===== config.mk =====
export PLATFORM = sky130hd
export DESIGN_NAME = eth_idma_desc_queue
export DESIGN_NICKNAME = d
export VERILOG_FILES = /design/src/rtl/eth_idma_desc_queue.sv
export SDC_FILE = /design/constraint.sdc
export NUM_CORES = 1
export LEC_CHECK = 0
export ABC_AREA = 1
export BUFFER_PORTS_ARGS = -buffer_cell sky130_fd_sc_hd__clkbuf_2
export CAP_MARGIN = 20
export CORE_ASPECT_RATIO = 1.75
export CORE_MARGIN = 2
export CORE_UTILIZATION = 45
export DETAILED_ROUTE_END_ITERATION = 12
export GPL_ROUTABILITY_DRIVEN = 1
export GPL_TIMING_DRIVEN = 0
export MAX_ROUTING_LAYER = met4
export PLACE_DENSITY = 0.65
export SLEW_MARGIN = 20
export SYNTH_ARGS = -nofsm -noshare
export SYNTH_HDL_FRONTEND = slang
export SYNTH_SLANG_ARGS = --single-unit
export TNS_END_PERCENT = 5

===== constraint.sdc =====
create_clock -name clk_i -period 10.4 [get_ports clk_i]
set_clock_uncertainty 0.2 [all_clocks]
set_input_delay 1.04 -clock clk_i [delete_from_list [all_inputs] [get_ports clk_i]]
set_output_delay 1.04 -clock clk_i [all_outputs]
set_load 0.005 [all_outputs]

===== src/rtl/eth_idma_desc_queue.sv =====
// Descriptor FIFO and issue/retire controller for the Ethernet iDMA backend.
// Queues descriptors, limits requests in flight, counts completions and raises frame interrupts.
module eth_idma_desc_queue #(
    parameter int         AddrWidth      = 32,
    parameter int         TFLenWidth     = 32,
    parameter int         QueueDepth     = 4,
    parameter int         MaxOutstanding = 2,
    parameter logic [2:0] ProtoAxi       = 3'd0,
    parameter logic [2:0] ProtoAxis      = 3'd7
) (
    input  logic                  clk_i,
    input  logic                  rst_i,
    input  logic                  desc_valid_i,
    output logic                  desc_ready_o,
    input  logic [AddrWidth-1:0]  desc_src_addr_i,
    input  logic [AddrWidth-1:0]  desc_dst_addr_i,
    input  logic [TFLenWidth-1:0] desc_length_i,
    input  logic                  desc_dir_i,
    input  logic                  desc_last_i,
    input  logic                  flush_i,
    output logic                  req_valid_o,
    input  logic                  req_ready_i,
    output logic [AddrWidth-1:0]  req_src_addr_o,
    output logic [AddrWidth-1:0]  req_dst_addr_o,
    output logic [TFLenWidth-1:0] req_length_o,
    output logic [2:0]            req_src_protocol_o,
    output logic [2:0]            req_dst_protocol_o,
    output logic                  req_last_o,
    input  logic                  rsp_valid_i,
    output logic                  rsp_ready_o,
    input  logic                  rsp_error_i,
    output logic                  busy_o,
    output logic [15:0]           done_cnt_o,
    output logic [7:0]            err_cnt_o,
    output logic                  zero_drop_o,
    output logic                  irq_o
);

    localparam int IdxW = $clog2(QueueDepth);
    localparam int PtrW = IdxW + 1;
    localparam int OutW = $clog2(MaxOutstanding + 1);
    localparam int TagW = (MaxOutstanding > 1) ? $clog2(MaxOutstanding) : 1;
    localparam int EntW = 2 * AddrWidth + TFLenWidth + 2;

    logic [EntW-1:0]           mem_q [QueueDepth];
    logic [QueueDepth-1:0]     mem_we;
    logic [PtrW-1:0]           wr_ptr_q, wr_ptr_d, rd_ptr_q, rd_ptr_d;
    logic [OutW-1:0]           out_q, out_d;
    logic [MaxOutstanding-1:0] tag_q;
    logic [TagW-1:0]           tag_wr_q, tag_rd_q;
    logic [15:0]               done_q;
    logic [7:0]                err_q;
    logic                      zero_q, irq_q;

    logic                      empty, full, push_hs, store, issue, retire, head_dir;
    logic [EntW-1:0]           head;

    assign empty   = (wr_ptr_q == rd_ptr_q);
    assign full    = (wr_ptr_q[PtrW-1] != rd_ptr_q[PtrW-1]) &&
                     (wr_ptr_q[IdxW-1:0] == rd_ptr_q[IdxW-1:0]);

    assign desc_ready_o = !full && !flush_i;
    assign push_hs      = desc_valid_i && desc_ready_o;
    // Zero-length descriptors complete the handshake but never occupy a slot.
    assign store        = push_hs && (desc_length_i != '0);

    assign req_valid_o  = !empty && (out_q < OutW'(MaxOutstanding));
    assign issue        = req_valid_o && req_ready_i;
    assign rsp_ready_o  = (out_q != '0);
    assign retire       = rsp_valid_i && rsp_ready_o;
    assign busy_o       = !empty || (out_q != '0);

    assign head = mem_q[rd_ptr_q[IdxW-1:0]];
    assign {req_src_addr_o, req_dst_addr_o, req_length_o, head_dir, req_last_o} = head;
    assign req_src_protocol_o = head_dir ? ProtoAxis : ProtoAxi;
    assign req_dst_protocol_o = head_dir ? ProtoAxi  : ProtoAxis;

    generate
        for (genvar gi = 0; gi < QueueDepth; gi++) begin : g_we
            assign mem_we[gi] = store && (wr_ptr_q[IdxW-1:0] == IdxW'(gi));
        end
    endgenerate

    always_comb begin
        wr_ptr_d = wr_ptr_q;
        rd_ptr_d = rd_ptr_q;
        out_d    = out_q;
        if (issue) begin
            rd_ptr_d = rd_ptr_q + PtrW'(1);
        end
        // A presented head survives a flush so the request stays stable until accepted.
        if (flush_i) begin
            wr_ptr_d = req_valid_o ? rd_ptr_q + PtrW'(1) : rd_ptr_q;
        end else if (store) begin
            wr_ptr_d = wr_ptr_q + PtrW'(1);
        end
        case ({issue, retire})
            2'b10:   out_d = out_q + OutW'(1);
            2'b01:   out_d = out_q - OutW'(1);
            default: out_d = out_q;
        endcase
    end

    always_ff @(posedge clk_i) begin
        if (rst_i) begin
            for (int i = 0; i < QueueDepth; i++) begin
                mem_q[i] <= '0;
            end
            wr_ptr_q <= '0;
            rd_ptr_q <= '0;
            out_q    <= '0;
            tag_q    <= '0;
            tag_wr_q <= '0;
            tag_rd_q <= '0;
            done_q   <= '0;
            err_q    <= '0;
            zero_q   <= 1'b0;
            irq_q    <= 1'b0;
        end else begin
            for (int i = 0; i < QueueDepth; i++) begin
                if (mem_we[i]) begin
                    mem_q[i] <= {desc_src_addr_i, desc_dst_addr_i, desc_length_i,
                                 desc_dir_i, desc_last_i};
                end
            end
            wr_ptr_q <= wr_ptr_d;
            rd_ptr_q <= rd_ptr_d;
            out_q    <= out_d;
            if (issue) begin
                tag_q[tag_wr_q] <= req_last_o;
                tag_wr_q <= (tag_wr_q == TagW'(MaxOutstanding - 1)) ? '0 : tag_wr_q + TagW'(1);
            end
            if (retire) begin
                tag_rd_q <= (tag_rd_q == TagW'(MaxOutstanding - 1)) ? '0 : tag_rd_q + TagW'(1);
                if (rsp_error_i) begin
                    if (err_q != 8'hFF) begin
                        err_q <= err_q + 8'd1;
                    end
                end else begin
                    done_q <= done_q + 16'd1;
                end
            end
            irq_q <= retire && (tag_q[tag_rd_q] || rsp_error_i);
            if (push_hs && (desc_length_i == '0)) begin
                zero_q <= 1'b1;
            end
        end
    end

    assign done_cnt_o  = done_q;
    assign err_cnt_o   = err_q;
    assign zero_drop_o = zero_q;
    assign irq_o       = irq_q;

endmodule


==> results.txt <==
status = completed
fraction of post-synthesis cell area in the top cell type by area = 0.625
Sink Count = 432
average size of a mapped cell = 10.4 um2
number of global-route vias before repair = 14.7k
Die X = 159 um
number of I/O port buffers = 237
average vias per placed instance = 5.30
Ports = 238
Num CTS Buffers = 39
Final Critical Period = 4230 ps
post-synth design cell area = 18800 um2
max cap viols = 0
static leakage = 9.32 nW
antenna-violating nets left = 0
slew at the pin closest to its max-slew limit = 848 ps
CTS H-Tree Depth = 2
buffers inserted during post-CTS setup optimization = 0
Total Routed Length = 52200 um
RSZ-0062 raised after global routing = false
top cell type by total area after synthesis = sky130_fd_sc_hd__edfxtp_1
first-pass iteration count of the detailed router = 6
GRT Overall Usage = 0.243
maximum number of buffers from clock root to sink = 3
maximum clock frequency = 236 MHz
number of failing hold endpoints at the final stage = 0
footprint of the multi-input gates = 5180 um2
synthesized flop and latch total = 432
# resized after CTS = 0
wire length of the first global-routing pass = 79200 um
power density cells = 227 nW/um2
count of mapped cells out of synthesis = 1819
total global routing overflow = 0
final setup fails = 0
required time at the endpoint of the critical path = 9160 ps
Post-Synthesis Net Count = 1932
fill cell count = 3660
Worst Path Arrival = 2990 ps
power after layout = 5.13 mW
number of pins exceeding their max-slew limit in the final report = 0
yosys synthesis warning count = 0
commonest cells after routing, fill and taps aside = sky130_fd_sc_hd__nor2_1, sky130_fd_sc_hd__edfxtp_1, sky130_fd_sc_hd__clkbuf_2, sky130_fd_sc_hd__o21ai_0, sky130_fd_sc_hd__inv_1
total die area = 43600 um2
post-route worst hold slack = 271 ps
starting utilization of the core area = 0.454
Placeable Area = 41500 um2
number of antenna repair diodes = 0
worst min-delay path category = reg -> reg
number of different library cells in the post-synthesis netlist = 34
detailed router's first-iteration violation count = 1018
final-stage net count = 2234
sort of element at the end of the critical path = output port
fraction of the cycle the final worst path needs = 0.407
sequential standard cell area = 12600 um2
CTS Hold Buffers Added = 0
Rows = 99
share of cells above drive strength 1 = 0.196
clock transition at the registers of the reported paths = 70 ps
Worst Setup Path Type = reg -> out
routed wire length per instance = 19.3 um
Placer Congestion = 0.872
Cell Count Post-Placement = 2635
worst-skew pair later-pin latency = 530 ps
number of standard cells in the layout, taps in and fillers out = 2706
post-route DRC violation count = 0
Worst IR Drop VDD = 195 uV
maximum number of pins on one net before global-route repair = 21
relative area change from synthesis to final layout = 20.0%
antenna violations before repair = 0
worst rel slew slack = 0.434
startpoint type of the worst setup path = flip-flop
root buffer cell = sky130_fd_sc_hd__clkbuf_16
DP HPWL = 36700 um
leading cell type in the layout, fill and taps excluded = sky130_fd_sc_hd__nor2_1
total number of vias = 14.4k
die height = 275 um
Max FO, Critical Path = 10
clock tree from TritonCTS = yes
top post-synthesis cells by area = sky130_fd_sc_hd__edfxtp_1, sky130_fd_sc_hd__nor2_1, sky130_fd_sc_hd__o21ai_0
sequential fraction of the synthesis area = 0.667
## layout make-up
type,count,share of cell area
buffer,113,0.0258
clock buffer,49,0.0467
clock inverter,22,0.00863
inverter,147,0.0247
multi-input combinational,1127,0.229
sequential,432,0.556
tap,555,0.0307
timing repair buffer,261,0.0784
## cells in the mapped netlist (all sizes together)
| cell | n |
|---|---|
| o21ai | 223 |
| ha | 8 |
| a31oi | 1 |
| nor2 | 634 |
| nand3b | 1 |
| dfxtp | 40 |
| buf | 56 |
| a21oi | 30 |
| clkbuf | 57 |
| nand2 | 80 |
| or2 | 2 |
| nor3b | 1 |
| nand4 | 9 |
| o22ai | 97 |
| edfxtp | 392 |
| a32oi | 1 |
| nand3 | 28 |
| inv | 145 |
| clkinv | 2 |
| nor3 | 6 |
| xnor2 | 4 |
| xor2 | 2 |
## final timing paths
kind | startpoint | endpoint | slack, ps | cells after the start
worst max-delay path | flip-flop | req_dst_addr_o[24] | 6170 | 8
worst min-delay path | tag_q[0]$_SDFFE_PP0P_ | tag_q[0]$_SDFFE_PP0P_ | 270 | 2
worst max register to register | wr_ptr_q[0]$_SDFFE_PP0P_ | mem_q[2][71]$_SDFFCE_PN0P_ | 7450 | 11
worst min register to register | tag_q[0]$_SDFFE_PP0P_ | tag_q[0]$_SDFFE_PP0P_ | 270 | 2
## worst max-delay path, stage by stage (launching register included)
cell,delay [ps]
sky130_fd_sc_hd__dfxtp_1,300
sky130_fd_sc_hd__buf_2,200
sky130_fd_sc_hd__buf_2,240
sky130_fd_sc_hd__inv_1,220
sky130_fd_sc_hd__buf_2,350
sky130_fd_sc_hd__clkbuf_1,500
sky130_fd_sc_hd__nor2_1,80
sky130_fd_sc_hd__o22ai_1,370
sky130_fd_sc_hd__clkbuf_2,190
## through the flow
step            util  setup slack (ps)  area, um2  TNS (ps)
2_1_floorplan      -              1180      18800         0
3_3_place_gp   0.500             -4760      20700  -1797720
3_5_place_dp   0.515              6720      21400         0
4_1_cts        0.545              6140      22600         0
5_1_grt        0.545              6040      22600         0
6_report       0.545              6170      22600         0
## power breakdown
part,internal [mW],switching (mW)
logic,0.550,1.04
registers,2.05,0.0564
clock network,0.799,0.636
## state kept, by name (all words and copies together) (netlist names), named ones only
register and count:
done_cnt_o 16, err_cnt_o 8, irq_o 1, mem_q 392
out_q 2, rd_ptr_q 3, tag_q 2, tag_rd_q 1
tag_wr_q 1, wr_ptr_q 3, zero_drop_o 1
## per-layer routing
| layer | wire length (um) | part of all wire | global-route usage | up-vias |
|---|---|---|---|---|
| li1 | - | - | - | 6781 |
| met5 | 0 | 0 | - | - |
| met3 | 3060 | 0.059 | 0.0351 | 125 |
| met4 | 2300 | 0.044 | 0.118 | 0 |
| met1 | 18400 | 0.35 | 0.246 | 6923 |
| met2 | 28400 | 0.54 | 0.458 | 525 |
## kinds of logic after synthesis
group / count (synthesis) / share of synthesized area
AO/OA/AOI/OAI: 352 / 0.100
buffers and inverters: 260 / 0.0605
adder cells (fa/ha/maj): 8 / 0.00531
XOR/XNOR: 6 / 0.00279
flip-flops: 432 / 0.667
AND/OR/NAND/NOR: 761 / 0.164
(Power assumes the default switching activity.)
